File: config.mk
export PLATFORM = sky130hd
export DESIGN_NAME = gauss3x3_stream
export DESIGN_NICKNAME = d
export VERILOG_FILES = /design/src/rtl/gauss_pkg.sv /design/src/rtl/gauss_row_121.sv /design/src/rtl/gauss3x3_stream.sv
export SDC_FILE = /design/constraint.sdc
export NUM_CORES = 1
export LEC_CHECK = 0
export CAP_MARGIN = 5
export CORE_ASPECT_RATIO = 1.4
export CORE_MARGIN = 2
export CORE_UTILIZATION = 35
export DETAILED_ROUTE_END_ITERATION = 8
export SETUP_SLACK_MARGIN = 0.5
export SYNTH_ARGS = -nofsm -noshare
export SYNTH_HDL_FRONTEND = slang
export SYNTH_SLANG_ARGS = --single-unit
File: constraint.sdc
create_clock -name clk -period 11.44 [get_ports clk]
set_clock_uncertainty 0.1 [all_clocks]
set_input_delay 1.716 -clock clk [delete_from_list [all_inputs] [get_ports clk]]
set_output_delay 1.716 -clock clk [all_outputs]
set_load 0.005 [all_outputs]
File: src/rtl/gauss_pkg.sv
`default_nettype none
// +----------------------------------------------------------------------------+
// | Module  : gauss_pkg                                                        |
// | Purpose : Shared constants for the pipelined 3x3 Gaussian stream filter:   |
// |           per-beat mode encoding, kernel normalisation shift, rounding     |
// |           bias and the column-sum width helper.                            |
// | Ports   : none (package)                                                   |
// | Revision: 1.0  initial pipelined release                                   |
// +----------------------------------------------------------------------------+
package gauss_pkg;

  localparam logic [1:0] MODE_BLUR_TRUNC = 2'd0;
  localparam logic [1:0] MODE_BLUR_ROUND = 2'd1;
  localparam logic [1:0] MODE_BYPASS     = 2'd2;
  localparam logic [1:0] MODE_SHARPEN    = 2'd3;

  // Kernel weights sum to 16, so normalisation is a 4-bit right shift.
  localparam int KERNEL_SHIFT = 4;
  localparam int ROUND_BIAS   = 8;

  // Width of the full 1-2-1 x 1-2-1 sum: max 16*(2^DATA_W-1).
  function automatic int sum_w(input int data_w);
    return data_w + 4;
  endfunction

endpackage
`default_nettype wire

File: src/rtl/gauss_row_121.sv
`default_nettype none
// +----------------------------------------------------------------------------+
// | Module  : gauss_row_121                                                    |
// | Purpose : Combinational 1-2-1 weighted sum, w0 + 2*w1 + w2, widened by     |
// |           two bits so it never overflows. Used for the row sums and, with  |
// |           wider inputs, for the column combine.                            |
// | Ports   : w0, w1, w2  in  [IN_W-1:0]   three taps                          |
// |           sum         out [IN_W+1:0]   weighted sum                        |
// | Revision: 1.0  initial pipelined release                                   |
// +----------------------------------------------------------------------------+
module gauss_row_121 #(
  parameter int IN_W = 8
) (
  input  logic [IN_W-1:0] w0,
  input  logic [IN_W-1:0] w1,
  input  logic [IN_W-1:0] w2,
  output logic [IN_W+1:0] sum
);

  always_comb begin
    sum = {2'b00, w0} + {1'b0, w1, 1'b0} + {2'b00, w2};
  end

endmodule
`default_nettype wire

File: src/rtl/gauss3x3_stream.sv
`default_nettype none
// +----------------------------------------------------------------------------+
// | Module  : gauss3x3_stream                                                  |
// | Purpose : Three-stage valid/ready pipeline applying a 3x3 Gaussian kernel  |
// |           (1-2-1 / 2-4-2 / 1-2-1, >>4) to CHANNELS channels per beat, with |
// |           per-beat truncating blur, rounding blur, bypass or sharpen.      |
// | Ports   : clk, rst (async, active high)                                    |
// |           in_valid/in_ready/in_win/in_mode/in_tag   upstream beat          |
// |           out_valid/out_ready/out_pix/out_tag       downstream beat        |
// | Revision: 1.0  initial pipelined release                                   |
// +----------------------------------------------------------------------------+
module gauss3x3_stream
  import gauss_pkg::*;
#(
  parameter int DATA_W   = 8,
  parameter int CHANNELS = 3,
  parameter int TAG_W    = 2
) (
  input  logic                           clk,
  input  logic                           rst,
  input  logic                           in_valid,
  output logic                           in_ready,
  input  logic [9*CHANNELS*DATA_W-1:0]   in_win,
  input  logic [1:0]                     in_mode,
  input  logic [TAG_W-1:0]               in_tag,
  output logic                           out_valid,
  input  logic                           out_ready,
  output logic [CHANNELS*DATA_W-1:0]     out_pix,
  output logic [TAG_W-1:0]               out_tag
);

  localparam int ROW_W = DATA_W + 2;
  localparam int SUM_W = sum_w(DATA_W);
  localparam int RND_W = SUM_W + 1;
  localparam logic [RND_W-1:0] BIAS = RND_W'(ROUND_BIAS);

  // Stage valid bits and the ready chain (bubbles collapse).
  logic v1_q, v1_d, v2_q, v2_d, v3_q, v3_d;
  logic ready1, ready2, ready3;

  // Stage 1: row sums, centre pixel, mode, tag.
  logic [CHANNELS-1:0][2:0][ROW_W-1:0] row_sum, row_d, row_q;
  logic [CHANNELS-1:0][DATA_W-1:0]     ctr_in, ctr1_d, ctr1_q;
  logic [1:0]                          mode1_d, mode1_q;
  logic [TAG_W-1:0]                    tag1_d, tag1_q;

  // Stage 2: truncated and rounded blur, centre, mode, tag.
  logic [CHANNELS-1:0][SUM_W-1:0]      col_sum;
  logic [CHANNELS-1:0][DATA_W-1:0]     bt_d, bt_q, br_d, br_q, ctr2_d, ctr2_q;
  logic [1:0]                          mode2_d, mode2_q;
  logic [TAG_W-1:0]                    tag2_d, tag2_q;

  // Stage 3: mode select into the output registers.
  logic [CHANNELS-1:0][DATA_W+1:0]     sharp;
  logic [CHANNELS-1:0][DATA_W-1:0]     pix_sel;
  logic [CHANNELS*DATA_W-1:0]          pix_d, pix_q;
  logic [TAG_W-1:0]                    tag3_d, tag3_q;

  for (genvar c = 0; c < CHANNELS; c++) begin : g_chan
    for (genvar r = 0; r < 3; r++) begin : g_row
      gauss_row_121 #(.IN_W(DATA_W)) u_row (
        .w0  (in_win[(c*9 + r*3 + 0)*DATA_W +: DATA_W]),
        .w1  (in_win[(c*9 + r*3 + 1)*DATA_W +: DATA_W]),
        .w2  (in_win[(c*9 + r*3 + 2)*DATA_W +: DATA_W]),
        .sum (row_sum[c][r])
      );
    end
    assign ctr_in[c] = in_win[(c*9 + 4)*DATA_W +: DATA_W];

    // Column combine reuses the 1-2-1 adder on the registered row sums.
    gauss_row_121 #(.IN_W(ROW_W)) u_col (
      .w0  (row_q[c][0]),
      .w1  (row_q[c][1]),
      .w2  (row_q[c][2]),
      .sum (col_sum[c])
    );
  end

  always_comb begin
    ready3   = ~v3_q | out_ready;
    ready2   = ~v2_q | ready3;
    ready1   = ~v1_q | ready2;
    in_ready = ready1;
    v1_d     = ready1 ? in_valid : v1_q;
    v2_d     = ready2 ? v1_q     : v2_q;
    v3_d     = ready3 ? v2_q     : v3_q;
  end

  always_comb begin
    row_d   = row_q;
    ctr1_d  = ctr1_q;
    mode1_d = mode1_q;
    tag1_d  = tag1_q;
    if (in_valid && ready1) begin
      row_d   = row_sum;
      ctr1_d  = ctr_in;
      mode1_d = in_mode;
      tag1_d  = in_tag;
    end
  end

  always_comb begin
    bt_d    = bt_q;
    br_d    = br_q;
    ctr2_d  = ctr2_q;
    mode2_d = mode2_q;
    tag2_d  = tag2_q;
    if (v1_q && ready2) begin
      for (int c = 0; c < CHANNELS; c++) begin
        bt_d[c] = DATA_W'(col_sum[c] >> KERNEL_SHIFT);
        // One extra bit holds S+8; the shifted result still fits DATA_W.
        br_d[c] = DATA_W'(({1'b0, col_sum[c]} + BIAS) >> KERNEL_SHIFT);
      end
      ctr2_d  = ctr1_q;
      mode2_d = mode1_q;
      tag2_d  = tag1_q;
    end
  end

  always_comb begin
    sharp   = '0;
    pix_sel = '0;
    pix_d   = pix_q;
    tag3_d  = tag3_q;
    for (int c = 0; c < CHANNELS; c++) begin
      // 2*centre - BR in DATA_W+2 bits two's complement: top bit is sign,
      // next bit set (when positive) means the value exceeds full scale.
      sharp[c] = {1'b0, ctr2_q[c], 1'b0} - {2'b00, br_q[c]};
      case (mode2_q)
        MODE_BLUR_TRUNC: pix_sel[c] = bt_q[c];
        MODE_BLUR_ROUND: pix_sel[c] = br_q[c];
        MODE_BYPASS:     pix_sel[c] = ctr2_q[c];
        default: begin
          if (sharp[c][DATA_W+1])  pix_sel[c] = '0;
          else if (sharp[c][DATA_W]) pix_sel[c] = '1;
          else                     pix_sel[c] = sharp[c][DATA_W-1:0];
        end
      endcase
    end
    if (v2_q && ready3) begin
      pix_d  = pix_sel;
      tag3_d = tag2_q;
    end
  end

  always_ff @(posedge clk or posedge rst) begin
    if (rst) begin
      v1_q    <= 1'b0;
      v2_q    <= 1'b0;
      v3_q    <= 1'b0;
      row_q   <= '0;
      ctr1_q  <= '0;
      mode1_q <= '0;
      tag1_q  <= '0;
      bt_q    <= '0;
      br_q    <= '0;
      ctr2_q  <= '0;
      mode2_q <= '0;
      tag2_q  <= '0;
      pix_q   <= '0;
      tag3_q  <= '0;
    end else begin
      v1_q    <= v1_d;
      v2_q    <= v2_d;
      v3_q    <= v3_d;
      row_q   <= row_d;
      ctr1_q  <= ctr1_d;
      mode1_q <= mode1_d;
      tag1_q  <= tag1_d;
      bt_q    <= bt_d;
      br_q    <= br_d;
      ctr2_q  <= ctr2_d;
      mode2_q <= mode2_d;
      tag2_q  <= tag2_d;
      pix_q   <= pix_d;
      tag3_q  <= tag3_d;
    end
  end

  assign out_valid = v3_q;
  assign out_pix   = pix_q;
  assign out_tag   = tag3_q;

endmodule
`default_nettype wire

==> results of run 1 <==
==> state kept, by name, summed over array words and instances, names as in the netlist, 2 cells and up <==
name     flops
br_q        24
ctr2_q      24
row_q       90
mode2_q      2
mode1_q      2
out_pix     24
tag2_q       2
bt_q        24
tag1_q       2
out_tag      2
ctr1_q      24
==> layer usage <==
metal | track usage (%) | vias up | routed length (um)
met1 | 22.0 | 6009 | 17700
li1 | - | 6362 | -
met4 | 3.95 | 0 | 682
met2 | 29.5 | 205 | 19500
met3 | 1.73 | 41 | 1270
met5 | 0 | - | 0
==> worst max-delay path: cells and delay by family <==
kind	cells	cell delay [ns]
AND/OR/NAND/NOR	1	0.32
buffers and inverters	2	0.95
==> final cells by class <==
| class | count | area, um^2 | area share, % |
|---|---|---|---|
| multi-input combinational | 1314 | 9820 | 49.2 |
| inverter | 117 | 447 | 2.24 |
| tap | 611 | 764 | 3.83 |
| sequential | 223 | 5580 | 27.9 |
| clock inverter | 8 | 124 | 0.620 |
| antenna | 1 | 2.50 | 0.0125 |
| clock buffer | 31 | 656 | 3.28 |
| timing repair buffer | 260 | 2580 | 12.9 |
==> power by group <==
group	switching, mW	internal, mW	total [mW]
Sequential	0.214	1.06	1.27
Clock	0.313	0.468	0.780
Combinational	1.48	1.28	2.76
==> cells by family (layout without fill, tap and decap cells) <==
| logic type | count (synthesis) | after routing | synth area share, % |
|---|---|---|---|
| xor gates and xnor gates | 76 | 76 | 4.14 |
| other | 0 | 1 | 0 |
| muxes | 30 | 30 | 1.90 |
| and+or+nand+nor | 600 | 600 | 16.5 |
| buffers and inverters | 182 | 416 | 4.25 |
| AOI/OAI and AO/OA | 374 | 374 | 15.5 |
| adders and majority gates | 234 | 234 | 23.0 |
| DFF | 223 | 223 | 34.7 |
==> per-stage QoR <==
stage,hold WS [ns],worst slack [ns],area (um^2)
detailed placement,0.350,6.65,19200
global placement,0.350,6.68,19200
global route,0.402,6.56,20000
CTS,0.366,6.64,20000
floorplan,0.338,3.52,16100
finish,0.360,6.64,20000
==> cells in the mapped netlist (5+ instances only) <==
| cell | n |
|---|---|
| a211oi_1 | 6 |
| o211ai_1 | 13 |
| nand3b_1 | 5 |
| nor4_1 | 6 |
| nand4_1 | 6 |
| clkbuf_1 | 56 |
| o21a_1 | 22 |
| nand2_1 | 357 |
| nand2b_1 | 7 |
| nor2_1 | 110 |
| mux2i_1 | 26 |
| a21boi_0 | 22 |
| ha_1 | 132 |
| or4_1 | 9 |
| nor2b_1 | 17 |
| buf_1 | 9 |
| and3_1 | 7 |
| dfrtp_1 | 223 |
| o41ai_1 | 9 |
| xor2_1 | 33 |
| a21oi_1 | 39 |
| nand4b_1 | 13 |
| fa_1 | 102 |
| and2_1 | 5 |
| a21o_1 | 33 |
| o31ai_1 | 22 |
| a221o_1 | 24 |
| inv_1 | 116 |
| nor3_1 | 13 |
| xnor2_1 | 43 |
| or4b_2 | 6 |
| a31oi_1 | 34 |
| o21ai_0 | 121 |
| nand3_1 | 22 |
==> worst max-delay path by stage <==
stage	depth (start not counted)	endpoint	start	slack, ns
final	3	in_ready	out_ready	6.64
after global routing	3	in_ready	out_ready	6.56
after CTS	3	in_ready	out_ready	6.64
after detailed placement	12	row_q[79]	in_win[176]	6.65
after global placement	12	row_q[79]	in_win[169]	6.68
after floorplan	1	br_q[0]	rst	3.52
==> results.py, run 1 <==
metrics = {
    "clocking": {
        "cts_root_buf": "clkbuf_16",
        "ctsHoldBuffers": 0,
        "clkTransAtPathRegs_ns": 0.06,
        "cts_resized": 0,
        "h-tree-depth": 1,
        "cts_setup_buffers": 0,
        "cts_buffers": 23,
        "cts_sinks": 223,
        "clock_latency_ns": 0.52,
        "cts_tree": "yes",
        "cts_buffer_depth": 3,
    },
    "timing": {
        "tightestPinTransition_ns": 1.02,
        "slew_headroom_pct": 31.9,
        "fin_setup_tns_ns": 0,
        "fin_crit_sh_pct": 42.0,
        "maxSlewViolCount": 0,
        "fmax_mhz": 208,
        "period_needed_ns": 4.80,
        "rsz0062_at_grt": "no",
        "hold_violations": 0,
        "setup_violations": 0,
    },
    "pwr": {
        "peakVddDrop_v": 0.000146,
        "power_leakage_nw": 9.09,
        "power.density_nw_per_um2": 241,
        "total_power_mw": 4.81,
    },
    "placed_design": {
        "gp_congestion": 0.852,
        "post-place-cells": 2525,
        "io_buffers": 251,
        "dp_hpwl_um": 31100,
    },
    "yosys": {
        "ys_types": 62,
        "synth_top_area_share_pct": 34.7,
        "syn_inst": 1719,
        "synthesis.nets": 2177,
        "synth-main-ff-cell": "dfrtp_1",
        "ys_ff_latch": 223,
        "yosysSeqAreaShare_pct": 34.7,
        "synth-edff-count": 0,
        "netlist_area_um2": 16100,
        "synth-async-reset-ratio_pct": 100,
        "syn_avg_cell_area_um2": 9.34,
        "yosys-top-cells-area": "dfrtp_1, fa_1, ha_1",
        "synth_top_cell_by_area": "dfrtp_1",
        "ys_warn_count": 0,
    },
    "global_routing": {
        "antenna_found_initial": 1,
        "grt_overflow": 0,
        "grt_max_degree": 105,
        "grt_usage_pct": 16.8,
        "grt_pass1_wl_um": 65100,
        "grt_pass1_vias": 13000,
    },
    "routing": {
        "drtPass1Iterations": 5,
        "drt-total-wl_um": 39200,
        "routed_via_density": 4.92,
        "drt-initial-drc-count": 568,
        "dr_total_vias": 12600,
        "drcViolationCount": 0,
        "drtAntennaViolNets": 0,
        "wire_per_inst_um": 15.3,
    },
    "run": {
        "cap_violations": 0,
    },
    "finish": {
        "num-fill-cells": 4449,
        "nets": 2397,
        "drive_gt1_share_pct": 3.64,
        "layout_common_cells": "nand2_1, clkdlybuf4s50_1, dfrtp_1",
        "areaGrowthSynthToFinish_pct": 24.3,
        "final_core_util_pct": 44.3,
        "final_common_cell": "nand2_1",
        "fin_cells": 2565,
    },
    "worst_setup_path": {
        "critPathSlowestCell": "clkdlybuf4s50_1",
        "worst-r2r-cell-count": 12,
        "rrSetupSlack_ns": 7.94,
        "crit_chain": "clkdlybuf4s50_1 > nand4b_1 > clkdlybuf4s50_1",
        "crit_arrival_ns": 2.98,
        "cpPeakStageDelay_ns": 0.52,
        "cp_max_fo": 4,
        "worst_ep_required_time_ns": 9.62,
        "critPathKind": "in -> out",
        "endpoint_kind": "output port",
        "worst_r2r_endpoint": "br_q[23]",
        "cp_common_cell": "clkdlybuf4s50_1",
        "start_kind": "primary input",
        "worstReg2RegStart": "row_q[82]",
    },
    "outcome": {
        "status": "complete, no violations",
    },
    "floorplanning": {
        "die_x_um": 185,
        "start_util_pct": 35.6,
        "core_um2": 45100,
        "io_pins": 252,
        "die_area_um2": 47600,
        "rows": 92,
        "die_y_um": 257,
    },
    "hold_path": {
        "hp-start": "ctr1_q[19]",
        "hold_depth": 2,
        "hold_path_end": "ctr2_q[19]",
        "hold_class": "reg -> reg",
    },
}
No activity file was read; power rests on OpenSTA's default activity.
==> inputs of run 2 (changes only) <==
clock period = 5 ns   (was 11.44 ns; I/O delays follow)
==> results.py, run 2 (synthesis gave the netlist of run 1 again) <==
metrics = {
    "pwr": {
        "peakVddDrop_v": 0.000337,
        "power_leakage_nw": 9.13,
        "power.density_nw_per_um2": 549,
    },
    "hold_path": {
        "hold_path_end": "ctr2_q[23]",
        "hp-start": "ctr1_q[23]",
        "hold_depth": 2,
        "hold_class": "reg -> reg",
    },
    "worst_setup_path": {
        "cp_max_fo": 4,
        "crit_chain": "fa_1 > ha_1 > and4b_2 > o21a_1 > nor2_1 > xnor2_1 > ha_1 > inv_1 > a2111oi_2 > or4b_1 > xor2_1 > o21ai_1",
        "worst_ep_required_time_ns": 5.29,
        "critPathSlowestCell": "fa_1",
        "cpPeakStageDelay_ns": 0.50,
        "worst-r2r-cell-count": 12,
        "cp_common_cell": "ha_1",
        "crit_arrival_ns": 3.77,
        "worst_r2r_endpoint": "br_q[23]",
        "rrSetupSlack_ns": 1.52,
        "critPathKind": "reg -> reg",
        "start_kind": "register",
        "worstReg2RegStart": "row_q[82]",
        "endpoint_kind": "register",
    },
    "timing": {
        "setup_violations": 0,
        "fmax_mhz": 288,
        "tightestPinTransition_ns": 1.02,
        "maxSlewViolCount": 0,
        "layout_setup_ws_ns": 1.52,
        "fin_crit_sh_pct": 69.5,
        "hold_violations": 0,
        "period_needed_ns": 3.48,
        "rsz0062_at_grt": "no",
        "fin_setup_tns_ns": 0,
        "slew_headroom_pct": 32.0,
    },
    "clocking": {
        "cts_sinks": 223,
        "cts_resized": 0,
        "h-tree-depth": 1,
        "cts_tree": "yes",
        "cts_setup_buffers": 0,
        "clock_latency_ns": 0.53,
        "cts_buffer_depth": 3,
        "clkTransAtPathRegs_ns": 0.06,
        "cts_root_buf": "clkbuf_16",
        "ctsHoldBuffers": 0,
        "cts_buffers": 23,
    },
    "finish": {
        "areaGrowthSynthToFinish_pct": 24.6,
        "largest_register": "row_q",
        "largest_reg_flops": 90,
        "multi_input_area_um2": 9820,
        "seqCellArea_um2": 5580,
        "drive_gt1_share_pct": 3.98,
        "num-fill-cells": 4368,
        "nets": 2401,
        "layout_common_cells": "nand2_1, clkdlybuf4s50_1, dfrtp_1",
        "final_area_um2": 20000,
        "final_common_cell": "nand2_1",
    },
    "outcome": {
        "status": "complete, no violations",
    },
    "placed_design": {
        "gp_congestion": 0.862,
        "dp_hpwl_um": 31300,
        "place_ws_ns": 1.13,
        "io_buffers": 251,
        "placed_area_um2": 19300,
    },
    "global_routing": {
        "grt_usage_pct": 16.9,
        "grt_max_degree": 83,
        "antenna_found_initial": 1,
        "grt_pass1_vias": 13000,
        "grt_overflow": 0,
        "grt_pass1_wl_um": 65400,
    },
    "floorplanning": {
        "io_pins": 252,
        "start_util_pct": 35.6,
        "rows": 92,
        "die_area_um2": 47600,
        "core_um2": 45100,
        "die_x_um": 185,
        "die_y_um": 257,
    },
    "routing": {
        "routed_via_density": 4.90,
        "dr_total_vias": 12600,
        "drt-initial-drc-count": 578,
        "wire_per_inst_um": 15.2,
        "drtAntennaViolNets": 0,
        "drtPass1Iterations": 5,
        "drcViolationCount": 0,
        "drt-total-wl_um": 39100,
    },
    "run": {
        "cap_violations": 0,
    },
}
-- run 2: layout make-up --
cell class,instances,area share (%)
antenna,1,0.0125
sequential,223,27.9
multi-input combinational,1314,49.0
timing repair buffer,264,13.3
tap,611,3.82
clock buffer,32,3.39
clock inverter,9,0.369
inverter,117,2.21
-- run 2: critical path: cells and delay by family, from the launching register on --
| kind | cells | cell delay [ns] |
|---|---|---|
| simple gates | 3 | 0.86 |
| flops | 1 | 0.43 |
| fa+ha+maj | 3 | 0.97 |
| buf+inv | 1 | 0.08 |
| compound gates | 3 | 0.53 |
| xor+xnor | 2 | 0.37 |
-- run 2: where the power goes --
group / switching, mW / total (mW) / internal (mW)
clock: 0.733 / 1.73 / 0.998
combinational: 3.42 / 6.35 / 2.93
sequential: 0.493 / 2.91 / 2.42
total: 4.65 / 11.0 / 6.35
-- run 2: stage by stage --
step	util (%)	power, mW	hold WS (ns)	cells
global placement	42.7	9.17	0.352	2529
detailed placement	42.7	9.33	0.352	2529
finish	44.4	11.0	0.366	2571
floorplan	-	7.62	0.338	1719
CTS	44.4	11.1	0.369	2570
global route	44.4	12.1	0.393	2571
-- run 2: worst max-delay path by stage --
stage	slack, ns	from	endpoint	cells past startpoint
6_report	1.52	row_q[82]	br_q[23]	12
5_1_grt	1.33	row_q[82]	br_q[23]	12
4_1_cts	1.46	row_q[82]	br_q[23]	12
3_5_place_dp	1.13	in_win[169]	row_q[79]	12
3_3_place_gp	1.20	in_win[169]	row_q[79]	12
2_1_floorplan	1.24	rst	br_q[0]	1
-- run 2: per-layer routing --
layer,global-route usage (%),up-vias,share of wire (%)
met5,0,-,0
met4,4.65,0,2.3
met3,1.83,42,3.6
met2,29.6,217,50
met1,21.9,5969,44
li1,-,6360,-
